--- src/rtl/digit_scanner.sv ---
// Scan controller for an 8-digit multiplexed display: steps through enabled digits,
// holding each for DIV cycles and blanking for BLANK_CYCLES cycles in between.
module digit_scanner #(
  parameter int DIV          = 50000,
  parameter int DIV_WIDTH    = 16,
  parameter int BLANK_CYCLES = 4
) (
  input  logic        iClk,
  input  logic        iRst_n,
  input  logic        iRun,
  input  logic [31:0] iValue,
  input  logic [7:0]  iDigitEn,
  output logic [2:0]  oSel,
  output logic [1:0]  oEna,
  output logic [3:0]  oNibble,
  output logic        oFrame
);

  localparam int GAP_WIDTH = (BLANK_CYCLES > 1) ? $clog2(BLANK_CYCLES) : 1;
  localparam logic [DIV_WIDTH-1:0] PRESC_LAST = DIV_WIDTH'(DIV - 1);
  localparam logic [GAP_WIDTH-1:0] GAP_LAST   = GAP_WIDTH'(BLANK_CYCLES - 1);
  localparam logic [1:0] ENA_DRIVE = 2'b10;
  localparam logic [1:0] ENA_BLANK = 2'b00;

  typedef enum logic [1:0] {IDLE, SHOW, GAP} state_t;

  state_t               state_q, state_d;
  logic [DIV_WIDTH-1:0] presc_q, presc_d;
  logic [GAP_WIDTH-1:0] gap_q, gap_d;
  logic [2:0]           sel_q, sel_d;
  logic [1:0]           ena_q, ena_d;
  logic [3:0]           nibble_q, nibble_d;
  logic                 frame_q, frame_d;

  logic                 abort;
  logic [2:0]           next_idx;

  function automatic logic [2:0] lowest_enabled(input logic [7:0] en);
    logic [2:0] idx;
    idx = '0;
    for (int i = 7; i >= 0; i--) begin
      if (en[i]) idx = 3'(i);
    end
    return idx;
  endfunction

  // Falls back to the current index when no other digit is enabled (offset 8).
  function automatic logic [2:0] next_enabled(input logic [7:0] en, input logic [2:0] cur);
    logic [2:0] idx;
    logic [2:0] cand;
    idx = cur;
    for (int i = 7; i >= 1; i--) begin
      cand = cur + 3'(i);
      if (en[cand]) idx = cand;
    end
    return idx;
  endfunction

  assign abort    = !iRun || (iDigitEn == 8'h00);
  assign next_idx = next_enabled(iDigitEn, sel_q);

  always_comb begin
    state_d  = state_q;
    presc_d  = presc_q;
    gap_d    = gap_q;
    sel_d    = sel_q;
    ena_d    = ena_q;
    nibble_d = nibble_q;
    frame_d  = 1'b0;

    unique case (state_q)
      IDLE: begin
        ena_d = ENA_BLANK;
        if (!abort) begin
          state_d  = SHOW;
          sel_d    = lowest_enabled(iDigitEn);
          nibble_d = iValue[{lowest_enabled(iDigitEn), 2'b00} +: 4];
          ena_d    = ENA_DRIVE;
          presc_d  = '0;
        end
      end
      SHOW: begin
        if (abort) begin
          state_d = IDLE;
          ena_d   = ENA_BLANK;
          presc_d = '0;
          gap_d   = '0;
        end else if (presc_q == PRESC_LAST) begin
          state_d = GAP;
          ena_d   = ENA_BLANK;
          presc_d = '0;
          gap_d   = '0;
        end else begin
          presc_d = presc_q + 1'b1;
        end
      end
      GAP: begin
        if (abort) begin
          state_d = IDLE;
          ena_d   = ENA_BLANK;
          presc_d = '0;
          gap_d   = '0;
        end else if (gap_q == GAP_LAST) begin
          state_d  = SHOW;
          sel_d    = next_idx;
          nibble_d = iValue[{next_idx, 2'b00} +: 4];
          ena_d    = ENA_DRIVE;
          frame_d  = (next_idx <= sel_q);
          gap_d    = '0;
        end else begin
          gap_d = gap_q + 1'b1;
        end
      end
      default: begin
        state_d = IDLE;
        ena_d   = ENA_BLANK;
      end
    endcase
  end

  always_ff @(posedge iClk or negedge iRst_n) begin
    if (!iRst_n) begin
      state_q  <= IDLE;
      presc_q  <= '0;
      gap_q    <= '0;
      sel_q    <= '0;
      ena_q    <= ENA_BLANK;
      nibble_q <= '0;
      frame_q  <= 1'b0;
    end else begin
      state_q  <= state_d;
      presc_q  <= presc_d;
      gap_q    <= gap_d;
      sel_q    <= sel_d;
      ena_q    <= ena_d;
      nibble_q <= nibble_d;
      frame_q  <= frame_d;
    end
  end

  assign oSel    = sel_q;
  assign oEna    = ena_q;
  assign oNibble = nibble_q;
  assign oFrame  = frame_q;

endmodule

--- config.mk ---
export PLATFORM = sky130hd
export DESIGN_NAME = digit_scanner
export DESIGN_NICKNAME = d
export VERILOG_FILES = /design/src/rtl/digit_scanner.sv
export SDC_FILE = /design/constraint.sdc
export NUM_CORES = 1
export LEC_CHECK = 0
export ABC_CLOCK_PERIOD_IN_PS = 3300
export CAP_MARGIN = 20
export CORE_UTILIZATION = 48
export CTS_BUF_LIST = sky130_fd_sc_hd__clkbuf_8
export DETAILED_ROUTE_END_ITERATION = 8
export DONT_BUFFER_PORTS = 1
export PLACE_DENSITY = 0.63
export SLEW_MARGIN = 10
export SYNTH_ARGS = -nofsm -noshare
export SYNTH_HDL_FRONTEND = slang
export SYNTH_SLANG_ARGS = --single-unit
--- constraint.sdc ---
create_clock -name iClk -period 3.3 [get_ports iClk]
set_input_delay 0.33 -clock iClk [delete_from_list [all_inputs] [get_ports iClk]]
set_output_delay 0.33 -clock iClk [all_outputs]
set_load 0.1 [all_outputs]
### Word-level counts from Yosys, hierarchy flattened

Cells that the tools add are included.
Widths: inputs -> output; s select.

* add/subtract/negate cells: 9
* multipliers: 0
* $lt $le $gt $ge: 8
* eq/ne operators: 10
* bitwise logic cells: 0
* mux-type cells: 61
* divide/modulo/power cells: 0
* reductions and logical operators: 12
* shift-type cells: 2

Operator list (number)
* $mux 16: 4
* $shiftx 32x6->4: 2
* $mux 3: 19
* $pmux 16 s3: 1
* $lt 3x4->1 const B: 7
* $mux 2: 12
* $bmux 1 s3: 7
* $add 16x1->16 const B: 1
* $eq 16x16->1 const B: 1
* $add 3x3->3 const B: 4
* $mux 4: 3
* $pmux 2 s3: 2
* $mux 1: 10
* $logic_not 8->1: 1
* $ne 2x2->1 const B: 4
* $pmux 4 s2: 1
* $add 3x2->3 const B: 2
* $ne 3x3->1 const B: 2
* $pmux 3 s2: 1
* $reduce_and 3->1: 2
* $eq 2x2->1 const B: 2
* $pmux 2 s2: 1
* $reduce_and 2->1: 2
* $reduce_and 4->1: 1
* other kinds (9): 10

* memories kept: 0
* output and inout bits: 10
* bits in latches: 0
* ROM bits: 0
* input port bits: 43
* bits in registers: 30
* word-level logic and storage cells: 109
* RAM bits: 0

### Depth between registers and ports, before layout

Gate-level depths: netlist of run 1.

* depth after elaboration: 14
* gate-level depth with buffers: 17
* gate-level depth less buffers: 14

### Worst setup path after synthesis of run 1

Ideal clock, no wire load.

* kind: reg-to-reg
* start: register sel_q[0] (netlist: oSel[0])
* end: register nibble_q[2] (netlist: oNibble[2])
* required time: 3.162 ns
* path slack: -1.014 ns
* stages on the path, launching flop included: 16
* library setup time: 0.138 ns
* period minus slack after synthesis: 4.314 ns
* data arrival time: 4.176 ns
* path buffers: 4
* cell sequence: dfrtp_1 -> buf_6 -> buf_8 -> clkinv_1 -> ha_1 -> clkbuf_8 -> mux4_2 -> mux2i_1 -> nor3_1 -> o31ai_1 -> a211oi_2 -> nor2_4 -> buf_6 -> mux2_4 -> a221oi_2 -> a211oi_1

* longest elaborated chain between the ends: 14
* elaborated cells on any way between the ends: 32
* classes of those cells: 7 x add/sub; 1 x shift; 24 x mux

RTL lines
* start: declaration: line 30 `logic [2:0] sel_q, sel_d;`
* start signal: assignment: line 134 `sel_q <= sel_d;`
* $add 3x3->3: line 53 `cand = cur + 3'(i);`
* $bmux 1 s3: line 54 `if (en[cand]) idx = cand;`
* $mux 1 (implied by the code): line 54
* $mux 3 (6 in series): line 54
* $mux 3 (*): line 54
* $shiftx 32x6->4 (*): line 106 `nibble_d = iValue[{next_idx, 2'b00} +: 4];`
* $mux 4 (*): line 103 `end else if (gap_q == GAP_LAST) begin`
* $mux 4 (*): line 98 `if (abort) begin`
* $pmux 4 s2 (*): line 71 `unique case (state_q)`
* end signal: assignment: line 136 `nibble_q <= nibble_d;`
* end: declaration: line 32 `logic [3:0] nibble_q, nibble_d;`

Mark *: on every way between the ends. The rest lies on a longest branch, timed or not. The select of a mux whose other input is x is not followed.
A chain may end at the register's enable or synchronous reset.

### Worst setup path in the final report of run 1

* start: register sel_q[0] (netlist: oSel[0])
* end: register nibble_q[0] (netlist: oNibble[0])

Same word-level chain as after synthesis.

==> results by group, run 1 <==
Finish
  • Layout cells sized above 1: 31.49%
  • Final net count: 411
  • Layout Cells excl Fill: 437
  • Post-Layout Inst Area: 3732 um2
  • Multi-input combinational cell area: 2359 um2
  • Diodes inserted: 0
  • Reg area: 734.5 um2
  • Area Overhead vs Synth: 19.85%
  • Fillers: 525

Setup path
  • Cell Chain, Critical Path: buf_4, mux4_1, or2b_2, o32ai_4, o31ai_2, a211oi_2, nor2_4, buf_12, mux2_4, a221oi_4, a221oi_2
  • Arrival time at the worst endpoint: 3.37 ns
  • CP top delay family: compound AO/OA/AOI/OAI gates
  • Critical Path RT: 3.45 ns
  • CP Capture Type: flip-flop
  • Crit path buf inv count: 2
  • Slowest library cell on the worst path: mux4_1
  • WP depth: 11
  • Crit start category: flip-flop
  • CP Max Fanout: 7
  • CP max stage delay: 0.52 ns
  • R2R cell count: 11
  • WS Path Type: reg -> reg

Floorplanning
  • Initial Util: 51.09%
  • Die area: 6815 um2
  • Standard-cell row count: 28
  • CORE AREA: 6096 um2
  • Die H: 82.55 um
  • I/O pin cnt: 53
  • Die width: 82.55 um

STA
  • RSZ-0062 raised after global routing: yes
  • Fmax: 310.5 MHz
  • Skew final: 0.004901 ns
  • Final setup viols: 0
  • Final worst path period share: 97.60%
  • Max_slew headroom: 37.26%
  • Final Hold Viols: 0
  • Final slew viol count: 0
  • Crit path time final: 3.221 ns
  • Slew of the pin with the lowest slew margin: 0.9411 ns
  • Worst hold slack: 0.3973 ns

Placement
  • Placed cell count: 416
  • Port buffer count: 0
  • Placed instance area: 3336 um2
  • HPWL after detailed placement: 5.881 mm
  • Placer Congestion: 0.8829

Route
  • Vias/cell: 6.327
  • Drt first pass iters: 4
  • Routed Antenna Nets: 0
  • Initial DRC count: 162
  • Via Count: 2765
  • WL final: 8.154 mm
  • WL/cell: 18.66 um
  • Post-route DRC: 0

Worst hold path
  • WHS Path Cells: 2
  • Hold Path Class: in -> reg

Yosys
  • Synthesis-stage register bit count: 29
  • Mapped Cells: 331
  • Number of synthesized flops with an enable pin: 0
  • Main flop type after synthesis: dfrtp_1
  • Fraction of registers with async set/reset: 100.0%
  • Largest family of logic cells by synthesized area: multiplexers
  • Post-Synth Adder-Cell Area: 2.812%
  • Syn Area/Cell: 9.409 um2
  • Synth Net Count: 381
  • Synth cell types: 65
  • Multiplexer share of the synthesized area: 25.79%
  • Post-synthesis xor/xnor area fraction: 3.415%
  • Simple-gate share of the synthesized area: 16.99%
  • Sequential share of the synthesized area: 23.30%
  • Netlist Area Pre-Place: 3114 um2
  • Synth Area in Compound Gates: 21.01%
  • Synth warn: 0

GRT
  • Initial antenna violation count: 0
  • Vias in the first global route: 2562
  • Largest net degree at the start of global routing: 30
  • First-pass GRT wire length: 12.44 mm
  • GR Util All Layers: 24.12%
  • GR Overflow Total: 0

Clocking
  • Root Driver: clkbuf_8
  • Clk slew on worst S/H paths: 0.06 ns
  • CTS Buf Count: 5
  • TritonCTS clock tree: done
  • Clk sinks: 29
  • Clock buffer depth: 2
  • Worst-skew pair later-pin latency: 0.28 ns
  • H-tree levels: 2

Flow run
  • Max Cap Viol: 0

Pwr
  • Worst vdd ir: 309.8 uV
  • Power Density: 560.8 nW/um2
  • Lkg Pwr: 1.587 nW

Run status
  • Status: finished, final reports clean
## layout make-up
class,instances,share of cell area (%)
multi-input cells,272,63.19
clock inverters,2,0.9051
flip-flops and latches,29,19.68
well taps,75,2.514
inverters,8,1.140
repair buffers,45,10.36
clock buffers,6,2.213
## worst reg2reg max path, delay by kind of cell (launching register included)
kind / cells / cell delay (ns)
compound gates: 5 / 1.06
flops: 1 / 0.49
simple gates: 2 / 0.43
buf+inv: 2 / 0.29
mux: 2 / 0.83
## kinds of logic (layout without fill, tap and decap cells)
group	after synthesis	in the layout
xor+xnor	10	10
buf+inv	30	61
compound gates	94	94
mux	54	54
simple gates	106	106
fa+ha+maj	7	7
flops	29	29
other cells	1	1
## synthesized netlist by cell type, types with 4 or more instances
library cell / n / share of area (%)
buf_4: 6 / 1.4
dfrtp_1: 29 / 23
xnor2_1: 4 / 1.1
ha_1: 7 / 2.8
nor3_1: 7 / 1.1
mux2i_1: 24 / 7.7
a21oi_1: 19 / 3.1
nor2b_1: 6 / 1.2
xor2_1: 5 / 1.4
or3_1: 4 / 0.80
mux2_4: 5 / 2.4
nand2b_1: 7 / 1.4
a22o_1: 4 / 1.1
and3_1: 4 / 0.80
mux4_1: 7 / 5.9
inv_1: 7 / 0.84
nor2_1: 25 / 3.0
a22oi_1: 10 / 2.4
clkbuf_1: 7 / 0.84
o21ai_0: 22 / 3.5
a221oi_1: 7 / 2.0
nand2_1: 32 / 3.9
a31oi_1: 4 / 0.80
mux4_2: 8 / 5.8
mux2_2: 9 / 3.3
nand3_1: 6 / 0.96
## layout by cell type (no fill, tap or decap), drive strengths merged, types with 6 or more instances in the layout
| master | n |
|---|---|
| a22oi | 10 |
| nor2b | 6 |
| inv | 8 |
| xor2 | 6 |
| clkbuf | 7 |
| a221oi | 8 |
| nand2 | 32 |
| nand3 | 6 |
| buf | 43 |
| ha | 7 |
| mux4 | 15 |
| nor2 | 26 |
| dfrtp | 29 |
| a21oi | 19 |
| nand2b | 7 |
| mux2i | 25 |
| mux2 | 14 |
| o21ai | 24 |
| nor3 | 7 |
## flip-flops by register name, summed over array words and instances, names as in the netlist
name and flops:
presc_q 16, oNibble 4, oSel 3, gap_q 2
state_q 2, oEna 1, oFrame 1
## per-layer routing
metal  track usage, %  share of wire, %
met1            32.14                45
met2            41.24                51
met3            2.198               2.2
met4            7.759               2.0
met5                0                 0
## where the power goes
| group | switching (W) | internal, W |
|---|---|---|
| clock | 0.000131 | 0.000243 |
| combinational | 0.000594 | 0.000571 |
| sequential | 0.000169 | 0.000385 |
## worst paths after layout
| check | slack [ns] | endpoint | startpoint |
|---|---|---|---|
| setup / recovery | 0.08 | oNibble[0] | oSel[0] |
| hold / removal | 0.40 | oEna[1] | iRun |
| setup reg to reg | 0.08 | oNibble[0] | oSel[0] |
| hold reg to reg | 0.51 | gap_q[1] | gap_q[1] |
| max in group asynchronous | 2.63 | oSel[1] | iRst_n |
| min in group asynchronous | 0.48 | presc_q[13] | iRst_n |
## through the flow
stage / total power (W) / utilization (%) / setup TNS, ns / setup WS (ns)
after global placement: 0.001558 / 54.72 / 0 / 0.01726
after global routing: 0.002213 / 61.23 / -0.09002 / -0.03708
after detailed placement: 0.001576 / 54.72 / -0.01626 / -0.006827
after CTS: 0.001969 / 57.27 / 0 / 0.0004232
after floorplan: 0.001336 / - / -1.067 / -0.3015
final: 0.002093 / 61.23 / 0 / 0.07934
## timing repair
action / CTS / global route
cloned: 0 / 1
resized for setup: 2 / 30
hold endpoints to repair: 29 / 0
setup endpoints to repair: 2 / 6
hold buffers: 2 / 0
pin swaps: 0 / 13
buffers inserted: 0 / 10
No activity file was read; power rests on OpenSTA's default activity.
==> inputs of run 2 (changes only) <==
CTS_BUF_LIST = not set   (was sky130_fd_sc_hd__clkbuf_8)
==> run 2 against run 1 <==
  * Critical path depth did not move
  * Sequential power about the same
  * Combinational power is essentially flat
  * Maximum frequency about the same
  * Clock skew about the same
  * Largest cell class unchanged
==> results by group, run 2 (synthesized netlist as in run 1, its figures left out) <==
Setup path
  • CP Capture Type: flip-flop
  • Crit path buf inv count: 2
  • WS Path Type: reg -> reg
  • CP top delay family: compound AO/OA/AOI/OAI gates
  • R2r setup slk: 0.08 ns
  • Critical Path RT: 3.45 ns
  • CP Max Fanout: 7
  • Crit start category: flip-flop
  • CP max stage delay: 0.52 ns
  • Arrival time at the worst endpoint: 3.37 ns
  • Slowest library cell on the worst path: mux4_1
  • Cell Chain, Critical Path: buf_4, mux4_1, or2b_2, o32ai_4, o31ai_2, a211oi_2, nor2_4, buf_12, mux2_4, a221oi_4, a221oi_2

Finish
  • Biggest register: presc_q
  • Final net count: 411
  • Core Util, Final: 61.23%
  • Area Overhead vs Synth: 19.85%
  • Most frequent cells in the layout: buf_4 (40), nand2_1 (32), dfrtp_1 (26)
  • Layout cells sized above 1: 31.49%
  • Commonest non-fill, non-tap cell in the layout: buf_4
  • Diodes inserted: 0
  • Post-Layout Inst Area: 3732 um2
  • Max reg flops: 16

STA
  • Crit path time final: 3.218 ns
  • Final worst path period share: 97.52%
  • Final Hold Viols: 0
  • Final slew viol count: 0
  • Skew final: 0.004952 ns
  • RSZ-0062 raised after global routing: yes
  • Max_slew headroom: 37.91%
  • Fmax: 310.8 MHz
  • Final setup viols: 0
  • Slew of the pin with the lowest slew margin: 0.9314 ns
  • Setup ws final: 0.08199 ns

GRT
  • First-pass GRT wire length: 12.44 mm
  • Initial antenna violation count: 0
  • GR Overflow Total: 0
  • Vias in the first global route: 2562
  • GR Util All Layers: 24.12%
  • Largest net degree at the start of global routing: 30

Placement
  • Placed instance area: 3336 um2
  • Pre-CTS WS: -0.006827 ns
  • HPWL after detailed placement: 5.881 mm
  • Placer Congestion: 0.8829
  • Port buffer count: 0

Route
  • Vias/cell: 6.304
  • Drt first pass iters: 4
  • Routed Antenna Nets: 0
  • WL final: 8.136 mm
  • Via Count: 2755
  • Initial DRC count: 162
  • WL/cell: 18.62 um
  • Post-route DRC: 0

Flow run
  • Max Cap Viol: 0

Pwr
  • Total net switching power: 0.0008942 W
  • Pwr Total: 0.002096 W
  • Worst vdd ir: 309.4 uV
  • Power Density: 561.6 nW/um2
  • Logic pwr share: 55.6%
  • Clock group share of total power: 18.0%
  • Lkg Pwr: 1.583 nW
  • Sequential share of power: 26.4%
  • Net Sw Frac: 42.66%
  • Int Pwr: 0.001202 W

Floorplanning
  • CORE AREA: 6096 um2
  • Standard-cell row count: 28
  • I/O pin cnt: 53
  • Die H: 82.55 um
  • Die area: 6815 um2
  • Initial Util: 51.09%
  • Die width: 82.55 um

Clocking
  • Clk slew on worst S/H paths: 0.06 ns
  • TritonCTS clock tree: done
  • Clk sinks: 29
  • H-tree levels: 2
  • Root Driver: clkbuf_8
  • CTS Buf Count: 5
  • Worst-skew pair later-pin latency: 0.28 ns
  • Clock buffer depth: 2

Worst hold path
  • Hold Path Class: in -> reg

Run status
  • Status: finished, final reports clean
run 2: cell count changes in the layout (fill, tap and decap cells not counted):
cell,previous run,this run
inv_1,7,6
clkbuf_1,0,1
run 2: power groups by stage:
stage / registers (W) / logic, W / clock network (W)
after floorplan: 0.000590 / 0.000745 / 0
after global placement: 0.000561 / 0.000997 / 0
after detailed placement: 0.000562 / 0.00101 / 0
after CTS: 0.000555 / 0.00103 / 0.000383
after global routing: 0.000556 / 0.00127 / 0.000394
final: 0.000554 / 0.00117 / 0.000377
run 2: per-layer routing:
metal	wire, um	global-route usage, %
met3	199	2.198
met2	4183	41.24
met5	0	0
met4	160	7.759
met1	3592	32.14
run 2: cell type report:
class / instances / area (um2)
inverter: 8 / 42.54
clock buffer: 7 / 86.33
timing repair buffer: 45 / 386.6
fill: 525 / 2364
multi-input combinational: 272 / 2359
tap: 75 / 93.84
sequential: 29 / 734.5
clock inverter: 1 / 30.03
run 2: final timing paths:
check | from | to | cells past startpoint
min in group asynchronous | iRst_n | presc_q[13] | 2
worst max-delay path | oSel[0] | oNibble[0] | 11
worst min-delay path | iRun | oEna[1] | 2
worst min register to register | gap_q[1] | gap_q[1] | 1
max in group asynchronous | iRst_n | oSel[1] | 2
worst max register to register | oSel[0] | oNibble[0] | 11
run 2: timing repair:
action	4_1_cts	5_1_grt
setup endpoints to repair	2	6
resized for setup	2	30
gates cloned	0	1
setup buffers	0	10
pin swaps	0	13
hold endpoints to repair	29	0
hold buffers	2	0
run 2: stage by stage:
step / std cells / hold WS [ns] / setup TNS (ns)
2_1_floorplan: 331 / 0.03441 / -1.067
3_3_place_gp: 416 / 0.03515 / 0
3_5_place_dp: 416 / 0.03514 / -0.01626
4_1_cts: 426 / 0.3823 / 0
5_1_grt: 437 / 0.4195 / -0.09080
6_report: 437 / 0.3973 / 0
==> inputs of run 3 (changes only) <==
SKIP_CTS_REPAIR_TIMING = 1   (was not set)
==> run 3 against run 2 <==
  * Via count fell by 0.58%
  * Register-to-register slack is essentially flat
  * Largest cell class unchanged
  * Sequential cell count did not move
  * Die area is the same
  * First-iteration DRC count is 8.6% lower
  * Cell count is the same
  * Clock power is essentially flat
  * Highest routed layer unchanged
  * Global-route usage about the same
  * Non-clock buffer count is the same
  * Largest power group unchanged
==> results by group, run 3 (synthesized netlist as in run 1, its figures left out) <==
Route
  • Vias/cell: 6.268
  • Post-route DRC: 0
  • Routed Antenna Nets: 0
  • Initial DRC count: 148
  • WL/cell: 18.30 um
  • Via Count: 2739
  • WL final: 7.998 mm
  • Drt first pass iters: 4

Setup path
  • Most frequent CP cell: a211oi_2
  • Critical Path RT: 3.45 ns
  • CP Capture Type: flip-flop
  • WS Path Type: reg -> reg
  • CP max stage delay: 0.52 ns
  • Cell Chain, Critical Path: buf_4, mux4_1, or2b_2, o32ai_4, o31ai_2, a211oi_2, nor2_4, buf_12, mux2_4, a221oi_4, a211oi_2
  • Arrival time at the worst endpoint: 3.36 ns
  • CP Max Fanout: 7
  • Crit start category: flip-flop
  • Slowest library cell on the worst path: mux4_1

Floorplanning
  • Standard-cell row count: 28
  • CORE AREA: 6096 um2
  • Die area: 6815 um2
  • Initial Util: 51.09%
  • Die width: 82.55 um
  • I/O pin cnt: 53
  • Die H: 82.55 um

Finish
  • Fillers: 535
  • Layout cells sized above 1: 30.94%
  • Core Util, Final: 60.30%
  • Diodes inserted: 0
  • Biggest register: presc_q
  • Commonest non-fill, non-tap cell in the layout: buf_4
  • Most frequent cells in the layout: buf_4 (39), nand2_1 (32), dfrtp_1 (26)
  • Max reg flops: 16
  • Post-Layout Inst Area: 3676 um2
  • Final net count: 411
  • Area Overhead vs Synth: 18.04%

GRT
  • Initial antenna violation count: 0
  • Largest net degree at the start of global routing: 30
  • First-pass GRT wire length: 12.45 mm
  • GR Overflow Total: 0
  • Vias in the first global route: 2565
  • GR Util All Layers: 24.13%

Clocking
  • TritonCTS clock tree: done
  • Worst-skew pair later-pin latency: 0.28 ns
  • Clock buffer depth: 2
  • H-tree levels: 2
  • Root Driver: clkbuf_8
  • Clk slew on worst S/H paths: 0.06 ns
  • CTS Buf Count: 5
  • Clk sinks: 29

Run status
  • Status: finished, final reports clean

STA
  • Slew of the pin with the lowest slew margin: 0.9348 ns
  • Fmax: 311.8 MHz
  • Crit path time final: 3.208 ns
  • Final setup viols: 0
  • Final Hold Viols: 0
  • Max_slew headroom: 37.68%
  • Worst hold slack: 0.3913 ns
  • Final worst path period share: 97.20%
  • RSZ-0062 raised after global routing: yes
  • Skew final: 0.005412 ns
  • Final setup TNS: 0 ns
  • Final slew viol count: 0

Placement
  • HPWL after detailed placement: 5.881 mm
  • Port buffer count: 0
  • Placer Congestion: 0.8829
  • Placed instance area: 3336 um2

Pwr
  • Power Density: 564.0 nW/um2
  • Worst vdd ir: 307.8 uV
  • Lkg Pwr: 1.576 nW

Worst hold path
  • Hold Path Class: in -> reg

Flow run
  • Max Cap Viol: 0
==> run 3: cell counts in the layout (fill, tap and decap cells not counted) <==
Identical to the previous run, type by type.
==> run 3: cell type report <==
class / count / area, um2 / share of cell area [%]
multi-input combinational: 272 / 2298 / 62.53
sequential: 29 / 734.5 / 19.98
timing repair buffer: 45 / 390.4 / 10.62
tap: 75 / 93.84 / 2.553
clock buffer: 7 / 86.33 / 2.349
inverter: 8 / 42.54 / 1.157
clock inverter: 1 / 30.03 / 0.8169
==> run 3: worst max-delay path: cells and delay by family, from the launching register on <==
family          cells  cell delay, ns
compound gates      5            1.05
mux                 2            0.83
flops               1            0.49
simple gates        2            0.43
buf+inv             2            0.29
==> run 3: where the power goes <==
part	total, W	internal, W	leakage [nW]	switching, W
Clock	0.000378	0.000246	0.0585	0.000133
Sequential	0.000553	0.000385	0.380	0.000168
Combinational	0.00114	0.000562	1.14	0.000580
Total	0.00207	0.00119	1.58	0.000880
==> run 3: path summary, 6_finish.rpt <==
path / start / end / slack [ns] / cells past startpoint
max in group asynchronous: iRst_n / oSel[1] / 2.63 / 2
worst min-delay path: iRun / oEna[1] / 0.39 / 2
worst min register to register: gap_q[1] / gap_q[1] / 0.51 / 1
worst max-delay path: oSel[0] / oNibble[2] / 0.09 / 11
min in group asynchronous: iRst_n / presc_q[13] / 0.48 / 2
worst max register to register: oSel[0] / oNibble[2] / 0.09 / 11
==> run 3: metrics by stage <==
| stage | power, W | std cells | worst slack (ns) |
|---|---|---|---|
| finish | 0.002073 | 437 | 0.09243 |
| global route | 0.002192 | 437 | -0.03155 |
| CTS | 0.001958 | 424 | -0.02221 |
| detailed placement | 0.001576 | 416 | -0.006827 |
| global placement | 0.001558 | 416 | 0.01726 |
| floorplan | 0.001336 | 331 | -0.3015 |
==> run 3: routing by layer <==
layer  up-vias  routed length (um)  GRT usage [%]
met1      1361                3430          32.11
met3        14                 259          2.198
met2        52                4144          41.32
li1       1312                   -              -
met4         0                 163          7.759
met5         -                   0              0
